<file path="src/rtl/reg_bank_arbiter.sv">
// Two-requester round-robin arbiter serialising single-beat read/write access
// to a small flip-flop register bank. All outputs are registered.
module reg_bank_arbiter #(
  parameter int DATA_W = 8,
  parameter int ADDR_W = 2
) (
  input  logic              Clk,
  input  logic              Reset,
  input  logic              Req0,
  input  logic              We0,
  input  logic [ADDR_W-1:0] Addr0,
  input  logic [DATA_W-1:0] WData0,
  input  logic              Req1,
  input  logic              We1,
  input  logic [ADDR_W-1:0] Addr1,
  input  logic [DATA_W-1:0] WData1,
  output logic              Gnt0,
  output logic              Gnt1,
  output logic [DATA_W-1:0] RData,
  output logic              RValid,
  output logic              RId
);

  localparam int DEPTH = 2 ** ADDR_W;

  typedef enum logic [1:0] {
    IDLE = 2'd0,
    G0   = 2'd1,
    G1   = 2'd2
  } state_t;

  state_t                        r_state;
  state_t                        w_next;
  logic                          r_prio;
  logic [DEPTH-1:0][DATA_W-1:0]  r_bank;
  logic [DATA_W-1:0]             r_rdata;
  logic                          r_rvalid;
  logic                          r_rid;

  logic                          w_elig0;
  logic                          w_elig1;
  logic                          w_grant;
  logic                          w_sel_id;
  logic                          w_sel_we;
  logic [ADDR_W-1:0]             w_sel_addr;
  logic [DATA_W-1:0]             w_sel_wdata;

  // Next-state arbitration; r_prio names the requester that wins a tie.
  always_comb begin
    w_next      = IDLE;
    w_elig0     = Req0 && (r_state != G0);
    w_elig1     = Req1 && (r_state != G1);
    case ({w_elig0, w_elig1})
      2'b10:   w_next = G0;
      2'b01:   w_next = G1;
      2'b11:   w_next = r_prio ? G1 : G0;
      default: w_next = IDLE;
    endcase
    w_grant  = (w_next != IDLE);
    w_sel_id = (w_next == G1);
    if (w_sel_id) begin
      w_sel_we    = We1;
      w_sel_addr  = Addr1;
      w_sel_wdata = WData1;
    end else begin
      w_sel_we    = We0;
      w_sel_addr  = Addr0;
      w_sel_wdata = WData0;
    end
  end

  // State, pointer, bank and read-return registers; the granted beat executes on entry.
  always_ff @(posedge Clk) begin
    if (Reset) begin
      r_state  <= IDLE;
      r_prio   <= 1'b0;
      r_bank   <= '0;
      r_rdata  <= {DATA_W{1'b0}};
      r_rvalid <= 1'b0;
      r_rid    <= 1'b0;
    end else begin
      r_state <= w_next;
      if (w_grant) begin
        r_prio <= ~w_sel_id;
        if (w_sel_we) begin
          r_bank[w_sel_addr] <= w_sel_wdata;
          r_rvalid           <= 1'b0;
        end else begin
          r_rdata  <= r_bank[w_sel_addr];
          r_rvalid <= 1'b1;
          r_rid    <= w_sel_id;
        end
      end else begin
        r_rvalid <= 1'b0;
      end
    end
  end

  assign Gnt0   = (r_state == G0);
  assign Gnt1   = (r_state == G1);
  assign RData  = r_rdata;
  assign RValid = r_rvalid;
  assign RId    = r_rid;

endmodule

</file>
<file path="config.mk">
export PLATFORM = sky130hd
export DESIGN_NAME = reg_bank_arbiter
export DESIGN_NICKNAME = d
export VERILOG_FILES = /design/src/rtl/reg_bank_arbiter.sv
export SDC_FILE = /design/constraint.sdc
export NUM_CORES = 1
export LEC_CHECK = 0
export CELL_PAD_IN_SITES_DETAIL_PLACEMENT = 2
export CELL_PAD_IN_SITES_GLOBAL_PLACEMENT = 2
export CORE_UTILIZATION = 30
export CTS_BUF_LIST = sky130_fd_sc_hd__clkbuf_8
export DETAILED_ROUTE_END_ITERATION = 16
export GPL_TIMING_DRIVEN = 1
export MAX_ROUTING_LAYER = met4
export PLACE_DENSITY_LB_ADDON = 0.1
export SYNTH_ARGS = -nofsm -noshare
export SYNTH_HDL_FRONTEND = slang
export SYNTH_SLANG_ARGS = --single-unit
export TNS_END_PERCENT = 30
</file>
<file path="constraint.sdc">
create_clock -name Clk -period 2.6 [get_ports Clk]
set_input_delay 0.78 -clock Clk [delete_from_list [all_inputs] [get_ports Clk]]
set_output_delay 0.78 -clock Clk [all_outputs]
set_load 0.01 [all_outputs]
</file>
== Word level (Yosys, flattened, before mapping) ==
Cells that the tools add are included.

* Bits in registers: 45
* Output and inout bits: 12
* Logic and storage cells: 40

* Order comparisons: 2
* Equality and inequality tests: 8
* Muxes and demuxes: 11
* Bitwise operators: 3
* Reductions and logical operators: 7

{| class="wikitable"
|+ Operators by type and width
! operator !! count
|-
| $bwmux 32 || 1
|-
| $mux 8 || 3
|-
| $bmux 8 s2 || 1
|-
| $demux 8 s2 || 1
|-
| $eq 2x2->1 const B || 4
|-
| $pmux 2 s3 || 1
|-
| $eq 2x1->1 const B || 2
|-
| $mux 2 || 2
|-
| $reduce_and 2->1 || 2
|-
| $logic_and 1x1->1 || 3
|-
| $lt 2x3->1 const B || 1
|-
| $not 1->1 || 3
|-
| $ge 2x1->1 const B || 1
|-
| $mux 1 || 2
|-
| $ne 2x1->1 const B || 1
|-
| $ne 2x2->1 const B || 1
|-
| $reduce_bool 2->1 || 1
|-
| $reduce_or 2->1 || 1
|}

== Depth between registers and ports, before layout ==
Gate-level depths: netlist of run 1.

* Word-level depth: 11
* Depth in mapped cells: 8
* Gate-level depth less buffers: 6

== Worst setup path before layout of run 1 ==
Ideal clock, no wire load.

* Path kind: input port to flip-flop
* Start: input port Req1
* End: register r_rdata[0] (netlist: RData[0])
* Setup time: 0.144 ns
* Data arrival time: 2.127 ns
* Required time: 2.456 ns
* Path slack: 0.330 ns
* Cell stages on the path: 6
* Path through: buf_2 > and3b_1 > a41oi_1 > a31oi_1 > a2111oi_0 > a311oi_1

* Word-level cells in the longest chain between the ends: 7
* Elaborated cells between the ends (all ways): 13
* Classes of those cells: 4 x eq/ne; 5 x mux; 1 x bitwise; 3 x reduce/logical

{| class="wikitable"
|+ Ends and longest elaborated chain
! element !! line !! source
|-
| start, declared || 13 || <nowiki>input logic Req1,</nowiki>
|-
| $logic_and 1x1->1 (*) || 52 || <nowiki>w_elig1 = Req1 && (r_state != G1);</nowiki>
|-
| $eq 2x2->1 or $eq 2x1->1 (tied branches) || 53 || <nowiki>case ({w_elig0, w_elig1})</nowiki>
|-
| $pmux 2 s3 (*) || 53 ||
|-
| $eq 2x2->1 || 60 || <nowiki>w_sel_id = (w_next == G1);</nowiki>
|-
| $mux 2 or $mux 1 (tied branches) || 61 || <nowiki>if (w_sel_id) begin</nowiki>
|-
| $bmux 8 s2 or $not 1->1 (tied branches) || n/a ||
|-
| $mux 8 (not written as such) or $reduce_and 2->1 (tied branches) || n/a ||
|-
| end signal, assigned || 78 || <nowiki>r_rdata <= {DATA_W{1'b0}};</nowiki>
|-
| end signal, assigned || 89 || <nowiki>r_rdata <= r_bank[w_sel_addr];</nowiki>
|-
| end, declared || 36 || <nowiki>logic [DATA_W-1:0] r_rdata;</nowiki>
|}

Every way passes the cells marked *; elsewhere a longest branch is shown, timed or not. The select of a mux whose other input is x is not followed.
A chain may end at the register's enable or synchronous reset.

== Worst setup path in the final report of run 1 ==
* Start: input port Req0
* End: register r_bank[13] (netlist name)

* Word-level cells in the longest chain between the ends: 10
* Elaborated cells between the ends (all ways): 17
* Classes of those cells: 2 x order compare; 4 x eq/ne; 7 x mux; 4 x reduce/logical

{| class="wikitable"
|+ Ends and longest elaborated chain
! element !! line !! source
|-
| start, declared || 9 || <nowiki>input logic Req0,</nowiki>
|-
| $logic_and 1x1->1 (*) || 51 || <nowiki>w_elig0 = Req0 && (r_state != G0);</nowiki>
|-
| $eq 2x2->1 or $eq 2x1->1 (tied branches) || 53 ||
|-
| $pmux 2 s3 (*) || 53 ||
|-
| $eq 2x2->1 || 60 ||
|-
| $mux 2 || 61 ||
|-
| $lt 2x3->1 (not written as such) or $ge 2x1->1 (tied branches) || 86 || <nowiki>r_bank[w_sel_addr] <= w_sel_wdata;</nowiki>
|-
| $logic_and 1x1->1 (not written as such) || 86 ||
|-
| $mux 8 (not written as such) || 86 ||
|-
| $demux 8 s2 || 86 ||
|-
| $bwmux 32 || 86 ||
|-
| end signal, assigned by index || 86 ||
|-
| end, declared || 35 || <nowiki>logic [DEPTH-1:0][DATA_W-1:0] r_bank;</nowiki>
|}

Every way passes the cells marked *; elsewhere a longest branch is shown, timed or not.

==> results of run 1 <==
layer usage:
| metal | up-vias | share of wire [%] |
|---|---|---|
| li1 | 1438 | - |
| met3 | 33 | 4.1 |
| met2 | 107 | 49 |
| met1 | 1649 | 44 |
| met5 | - | 0 |
| met4 | 0 | 2.8 |
cells by family after synthesis:
| group | count (synthesis) | synth area share, % |
|---|---|---|
| AOI/OAI and AO/OA | 147 | 44.1 |
| and+or+nand+nor | 49 | 11.6 |
| DFF | 45 | 35.0 |
| buffers and inverters | 57 | 9.33 |
placed cells by master, fill, tap and decap left out, types with 3 or more instances in the layout:
cell type         n
a2111oi_1        10
buf_4            84
dfxtp_1          45
o2111ai_1         5
inv_1            36
a2111oi_0         6
a21oi_1           3
a311oi_1          8
o21ai_0           9
nor2_1            3
and3_1           10
clkbuf_8          5
o21ai_4           3
a2111oi_2        14
clkdlybuf4s50_1  34
buf_12            3
nand3_1           5
a31oi_1          25
nand2_1          12
a21boi_0          5
a2111oi_4        10
a211oi_1         33
dlymetal6s2s_1    3
power by group through the flow:
| stage | sequential [µW] | combinational (µW) | clock, µW |
|---|---|---|---|
| after floorplan | 779 | 223 | 0 |
| after global placement | 776 | 485 | 0 |
| after detailed placement | 780 | 505 | 0 |
| after CTS | 765 | 569 | 573 |
| after global routing | 773 | 694 | 607 |
| final | 769 | 662 | 574 |
repair_timing:
action	4_1_cts	5_1_grt
pin swaps	3	8
cloned	2	1
gates resized for setup	48	46
setup buffers	0	4
endpoints found under the setup margin	41	42
stage by stage:
| step | cell area, µm² | setup TNS (ns) | instances | setup slack, ns | total power, µW |
|---|---|---|---|---|---|
| 6_report | 4200 | -1.40 | 519 | -0.181 | 2010 |
| 5_1_grt | 4200 | -3.00 | 519 | -0.296 | 2070 |
| 4_1_cts | 3960 | -0.139 | 514 | -0.0555 | 1910 |
| 3_5_place_dp | 3630 | -24.55 | 504 | -0.913 | 1280 |
| 3_3_place_gp | 3630 | -20.65 | 504 | -0.839 | 1260 |
| 2_1_floorplan | 2570 | 0 | 298 | 0.330 | 1000 |
flip-flops by register name, indices dropped and copies added, names as in the netlist:
name and flops:
RValid 1, r_bank 32, RData 8, r_prio 1, r_state 2, RId 1
worst max-delay path by stage:
| stage | startpoint | to | slack, ns | cells past startpoint |
|---|---|---|---|---|
| final | Req0 | r_bank[13]$_SDFFE_PP0P_ | -0.18 | 8 |
| after global routing | Req0 | r_bank[21]$_SDFFE_PP0P_ | -0.30 | 8 |
| after CTS | Req0 | RData[2]$_SDFFE_PP0P_ | -0.06 | 7 |
| after detailed placement | Req0 | r_bank[25]$_SDFFE_PP0P_ | -0.91 | 8 |
| after global placement | Req0 | r_bank[25]$_SDFFE_PP0P_ | -0.84 | 8 |
| after floorplan | Req1 | RData[0]$_SDFFE_PP0P_ | 0.33 | 6 |
layout make-up:
type	instances	area [µm²]	share of cell area, %
clock buffers	5	68.8	1.64
multi-input cells	199	1840	43.8
well taps	105	131	3.13
inverters	38	148	3.51
clock inverters	3	42.5	1.01
flip-flops and latches	45	901	21.4
repair buffers	124	1070	25.4
worst register-to-register path, cell delays in order, from the launching register on:
cell	delay, ns
dfxtp_1	0.33
or2b_4	0.31
inv_2	0.19
o21ai_4	0.17
buf_4	0.18
and3_1	0.23
buf_4	0.17
a2111oi_1	0.55
a211oi_1	0.13
==> out/metrics.yaml, run 1 <==
timing:
  period_needed_ns: 2.78
  holdWs_ns: 0.462
  worst_slew_pin_slew_ns: 0.768
  layout_setup_ws_ns: -0.181
  grt_setup_unrepaired: "true"
  relSlewSlack_pct: 48.4
  slew_violations: 0
  finalSetupViolations: 23
  hold_violations: 0
  max_freq_mhz: 360
  skew_ns: 0.00880
  period_share_pct: 107
floorplanning:
  die_h_um: 94.6
  die_w_um: 94.6
  pin_count: 38
  start_util_pct: 31.2
  num_rows: 33
  die_area_um2: 8950
  core_area_um2: 8260
setup_path:
  r2r_start: "r_state[1]$_SDFF_PP0_"
  end_kind: "flip-flop"
  critPathTopFamily: "compound AO/OA/AOI/OAI gates"
  worstPathArrival_ns: 2.95
  worstPathCellList: "clkdlybuf4s50_1 > nor2b_4 > buf_12 > o21ai_4 > a21boi_0 > buf_4 > a2111oi_1 > a211oi_1"
  cp-start-kind: "input port"
  rr_endpoint: "r_bank[13]$_SDFFE_PP0P_"
  path_buf_inv: 3
  r2r_slack_ns: 0.21
  crit_path_max_incr_delay_ns: 0.49
  crit_slowest_cell: "a2111oi_1"
  rr_worst_depth: 8
  path_class: "input port to flip-flop"
  cp_data_required_time_ns: 2.76
  worstPathMaxFanout: 6
cells_and_area:
  fillers: 865
  nNetsFinal: 439
  fin_util_pct: 50.9
  area_growth_pct: 63.2
  diodes: 0
  drive_above_1_share_pct: 35.5
global_routing:
  grt_pass1_wl_mm: 19.5
  met2_usage_pct: 49.2
  grt.total_usage_pct: 30.0
  use_met3_pct: 5.48
  met1_usage_pct: 36.8
  busiest_layer: "met2"
  grt_pass1_vias: 3398
  antenna_found_initial: 0
  grt_overflow: 0
  grt_max_degree: 46
clock_tree:
  cts.path.max_buffers: 2
  cts_inserted_buffers: 5
  clkLatencyLatePin_ns: 0.31
  cts.clk_slew.worst_paths_ns: 0.10
  cts-root-buf: "clkbuf_8"
  cts_tree: "built"
  hold_buffers: 0
  cts.sinks: 45
  htree_levels: 2
synth:
  yosysWarnings: 0
  syn_avg_cell_area_um2: 8.64
  synth_top_area_share_pct: 35.0
  synth_area_um2: 2570
  synth_edf_count: 0
  yosysMostFrequentCell: "dfxtp_1"
  syn_nets: 324
  synth_area_leaders: "dfxtp_1 35%, a2111oi_0 14%, a211oi_1 9.6%"
  yosys.area.top_type: "dfxtp_1"
  yosysUniqueCellTypes: 42
  synth-async-reset-ratio_pct: 0
  yosys_most_used_dff: "dfxtp_1"
  ys_seq_area_share_pct: 35.0
  netlist_instances: 298
  synth_common_cells: "45 x dfxtp_1, 40 x a2111oi_0, 35 x inv_1, 33 x a211oi_1, 26 x a31oi_1"
  ys_seq_elements: 45
power_and_ir_drop:
  p_sw_uw: 685
  p_per_area_nw_per_um2: 477
  power.internal_uw: 1320
  p_sw_share_pct: 34.2
  ir_drop_uv: 205
  leakage_uw: 0.00146
  comb_power_share_pct: 33.0
  p_clk_share_pct: 28.6
  p_seq_share_pct: 38.4
worst_hold_path:
  min_to: "r_bank[31]$_SDFFE_PP0P_"
  worstHoldPathCells: 2
  min_path_type: "flip-flop to flip-flop"
  min_from: "r_bank[31]$_SDFFE_PP0P_"
routing:
  detail_route.first_pass.iterations: 4
  antenna_left: 0
  via_per_inst: 6.22
  drc: 0
  routed_wl_mm: 14.1
  vias: 3227
  wl_per_cell_um: 27.2
  drt_iter0_markers: 242
placement:
  port_buffers: 37
  gp_congestion: 0.819
  dp_hpwl_mm: 8.23
flow_run:
  maxCapViolCount: 0
outcome:
  violations: "setup timing"
  status: "finished, violations left"
No activity file was read; power rests on OpenSTA's default activity.
==> run 2, diff against run 1 <==
- CORE_MARGIN: not set -> 2
- HOLD_SLACK_MARGIN: not set -> 0.06
==> run 2 against run 1 <==
  * The flow still finishes with violations (setup timing)
  * Clock skew grew 0.0045 ns
  * Sequential power hardly changed
  * Die area is 4.3% higher
  * Core utilization down 0.58 points
  * Clock power decreased by 1%
  * Sequential share of layout area up 0.25 points
  * Non-clock buffer count is 10 lower
  * Setup slack better by 0.078 ns
==> out/metrics.yaml, run 2 (synthesis gave the netlist of run 1 again) <==
worst_hold_path:
  worstHoldPathCells: 2  # unchanged
  min_from: "r_bank[16]$_SDFFE_PP0P_"  # was r_bank[31]$_SDFFE_PP0P_
  min_to: "r_bank[16]$_SDFFE_PP0P_"  # was r_bank[31]$_SDFFE_PP0P_
  min_path_type: "flip-flop to flip-flop"  # unchanged
setup_path:
  cp_data_required_time_ns: 2.78  # was 2.76 ns
  r2r_start: "r_state[1]$_SDFF_PP0_"  # unchanged
  worstPathArrival_ns: 2.88  # was 2.95 ns
  crit_slowest_cell: "a2111oi_2"  # was a2111oi_1
  rr_endpoint: "r_bank[2]$_SDFFE_PP0P_"  # was r_bank[13]$_SDFFE_PP0P_
  worstPathCellList: "clkdlybuf4s50_1 > nand2b_1 > a21oi_4 > buf_4 > o2111ai_1 > buf_4 > a2111oi_2 > a211oi_1"  # was clkdlybuf4s50_1 > nor2b_4 > buf_12 > o21ai_4 > a21boi_0 > buf_4 > a2111oi_1 > a211oi_1
  critPathTopFamily: "compound AO/OA/AOI/OAI gates"  # unchanged
  end_kind: "flip-flop"  # unchanged
  rr_worst_depth: 8  # unchanged
  r2r_slack_ns: 0.28  # was 0.21 ns
  path_buf_inv: 3  # unchanged
  path_class: "input port to flip-flop"  # unchanged
  path_common_cell: "buf_4"
  cp-start-kind: "input port"  # unchanged
  crit_path_max_incr_delay_ns: 0.59  # was 0.49 ns
  worstPathMaxFanout: 9  # was 6
floorplanning:
  start_util_pct: 31.2  # unchanged
  core_area_um2: 8260  # unchanged
  die_area_um2: 9340  # was 8950 µm²
  num_rows: 33  # unchanged
  die_w_um: 96.6  # was 94.6 µm
  die_h_um: 96.6  # was 94.6 µm
  pin_count: 38  # unchanged
routing:
  vias: 3231  # was 3,227
  detail_route.first_pass.iterations: 5  # was 4
  routed_wl_mm: 13.9  # was 14.1 mm
  drt_iter0_markers: 175  # was 242
  via_per_inst: 6.36  # was 6.22
  wl_per_cell_um: 27.4  # was 27.2 µm
  antenna_left: 0  # unchanged
  drc: 0  # unchanged
placement:
  port_buffers: 37  # unchanged
  dp_hpwl_mm: 8.27  # was 8.23 mm
  dp_slack_ns: -0.759  # was -0.913 ns
  gp_congestion: 0.849  # was 0.819
  place_area_um2: 3540  # was 3630 µm²
clock_tree:
  cts-root-buf: "clkbuf_8"  # unchanged
  cts.sinks: 45  # unchanged
  cts.path.max_buffers: 2  # unchanged
  clkLatencyLatePin_ns: 0.32  # was 0.31 ns
  htree_levels: 2  # unchanged
  hold_buffers: 0  # unchanged
  cts_inserted_buffers: 5  # unchanged
  cts.clk_slew.worst_paths_ns: 0.10  # about the same
  cts_tree: "built"  # unchanged
cells_and_area:
  layout_commonest_cell: "buf_4"  # unchanged
  final_cell_mix: "73 x buf_4, 45 x dfxtp_1, 36 x inv_1, 34 x clkdlybuf4s50_1, 30 x a211oi_1"  # was 84 x buf_4, 45 x dfxtp_1, 36 x inv_1, 34 x clkdlybuf4s50_1, 33 x a211oi_1
  top_register: "r_bank"  # unchanged
  largest_reg_flops: 32  # unchanged
  nNetsFinal: 428  # was 439
  fin_area_um2: 4150  # was 4200 µm²
  drive_above_1_share_pct: 36.7  # was 35.5%
  diodes: 0  # unchanged
  area_growth_pct: 61.4  # was 63.2%
power_and_ir_drop:
  finalPower_uw: 2000  # was 2010 µW
  ir_drop_uv: 177  # was 205 µV
  leakage_uw: 0.00140  # was 0.00146 µW
  p_per_area_nw_per_um2: 481  # was 477 nW/µm²
timing:
  period_share_pct: 104  # was 107%
  worst_slew_pin_slew_ns: 0.576  # was 0.768 ns
  slew_violations: 0  # unchanged
  max_freq_mhz: 370  # was 360 MHz
  final.setup.tns_ns: -0.420  # was -1.40 ns
  skew_ns: 0.0133  # was 0.00880 ns
  relSlewSlack_pct: 61.5  # was 48.4%
  layout_setup_ws_ns: -0.104  # was -0.181 ns
  period_needed_ns: 2.70  # was 2.78 ns
  grt_setup_unrepaired: "true"  # unchanged
  hold_violations: 0  # unchanged
  finalSetupViolations: 7  # was 23
global_routing:
  antenna_found_initial: 0  # unchanged
  grt.total_usage_pct: 26.5  # was 30.0%
  grt_pass1_wl_mm: 19.0  # was 19.5 mm
  grt_max_degree: 46  # unchanged
  grt_pass1_vias: 3256  # was 3,398
  grt_overflow: 0  # unchanged
outcome:
  status: "finished, violations left"  # unchanged
  violations: "setup timing"  # unchanged
flow_run:
  maxCapViolCount: 0  # unchanged
==> run 2: through the flow <==
stage | utilization, % | std cells | hold slack [ns]
after CTS | 47.2 | 503 | 0.468
after global routing | 50.3 | 508 | 0.504
after floorplan | - | 298 | 0.430
after detailed placement | 42.9 | 494 | 0.449
after global placement | 42.9 | 494 | 0.443
final | 50.3 | 508 | 0.474
==> run 2: worst max-delay path by stage <==
stage	from	endpoint	slack, ns	depth (start not counted)
floorplan	Req1	RData[0]$_SDFFE_PP0P_	0.33	6
global placement	Req0	r_bank[22]$_SDFFE_PP0P_	-0.63	8
detailed placement	Req0	r_bank[19]$_SDFFE_PP0P_	-0.76	8
CTS	Req0	RData[2]$_SDFFE_PP0P_	0.004	9
global route	Req0	r_bank[2]$_SDFFE_PP0P_	-0.16	8
finish	Req0	r_bank[10]$_SDFFE_PP0P_	-0.10	8
==> run 2: repair_timing <==
action                     4_1_cts  5_1_grt
setup endpoints to repair       33       40
gates cloned                     1        1
resized for setup               66       50
pin swaps                        1        3
buffers inserted                 0        4
==> run 2: layer usage <==
metal	wire length [µm]	GRT usage, %	vias up
met5	0	-	-
met4	428	6.18	0
met3	687	3.90	39
met2	6940	44.2	112
met1	5880	34.0	1663
li1	-	-	1417
==> run 2: area by class of cell <==
type | instances | area (µm²)
clock inverter | 3 | 42.5
tap | 105 | 131
clock buffer | 5 | 68.8
multi-input combinational | 198 | 1890
fill | 866 | 4100
inverter | 38 | 148
sequential | 45 | 901
timing repair buffer | 114 | 977
==> run 2: worst min-delay path, delay by kind of cell (launching register included) <==
family                 cells  cell delay, ns
AOI/OAI and AO/OA          1            0.06
DFF                        1            0.32
buffers and inverters      1            0.06
==> run 2: power breakdown <==
group | leakage [µW] | internal (µW) | total (µW) | switching (µW)
Sequential | 0.000368 | 738 | 768 | 29.4
Combinational | 0.000969 | 289 | 660 | 372
Clock | 0.0000595 | 285 | 568 | 282
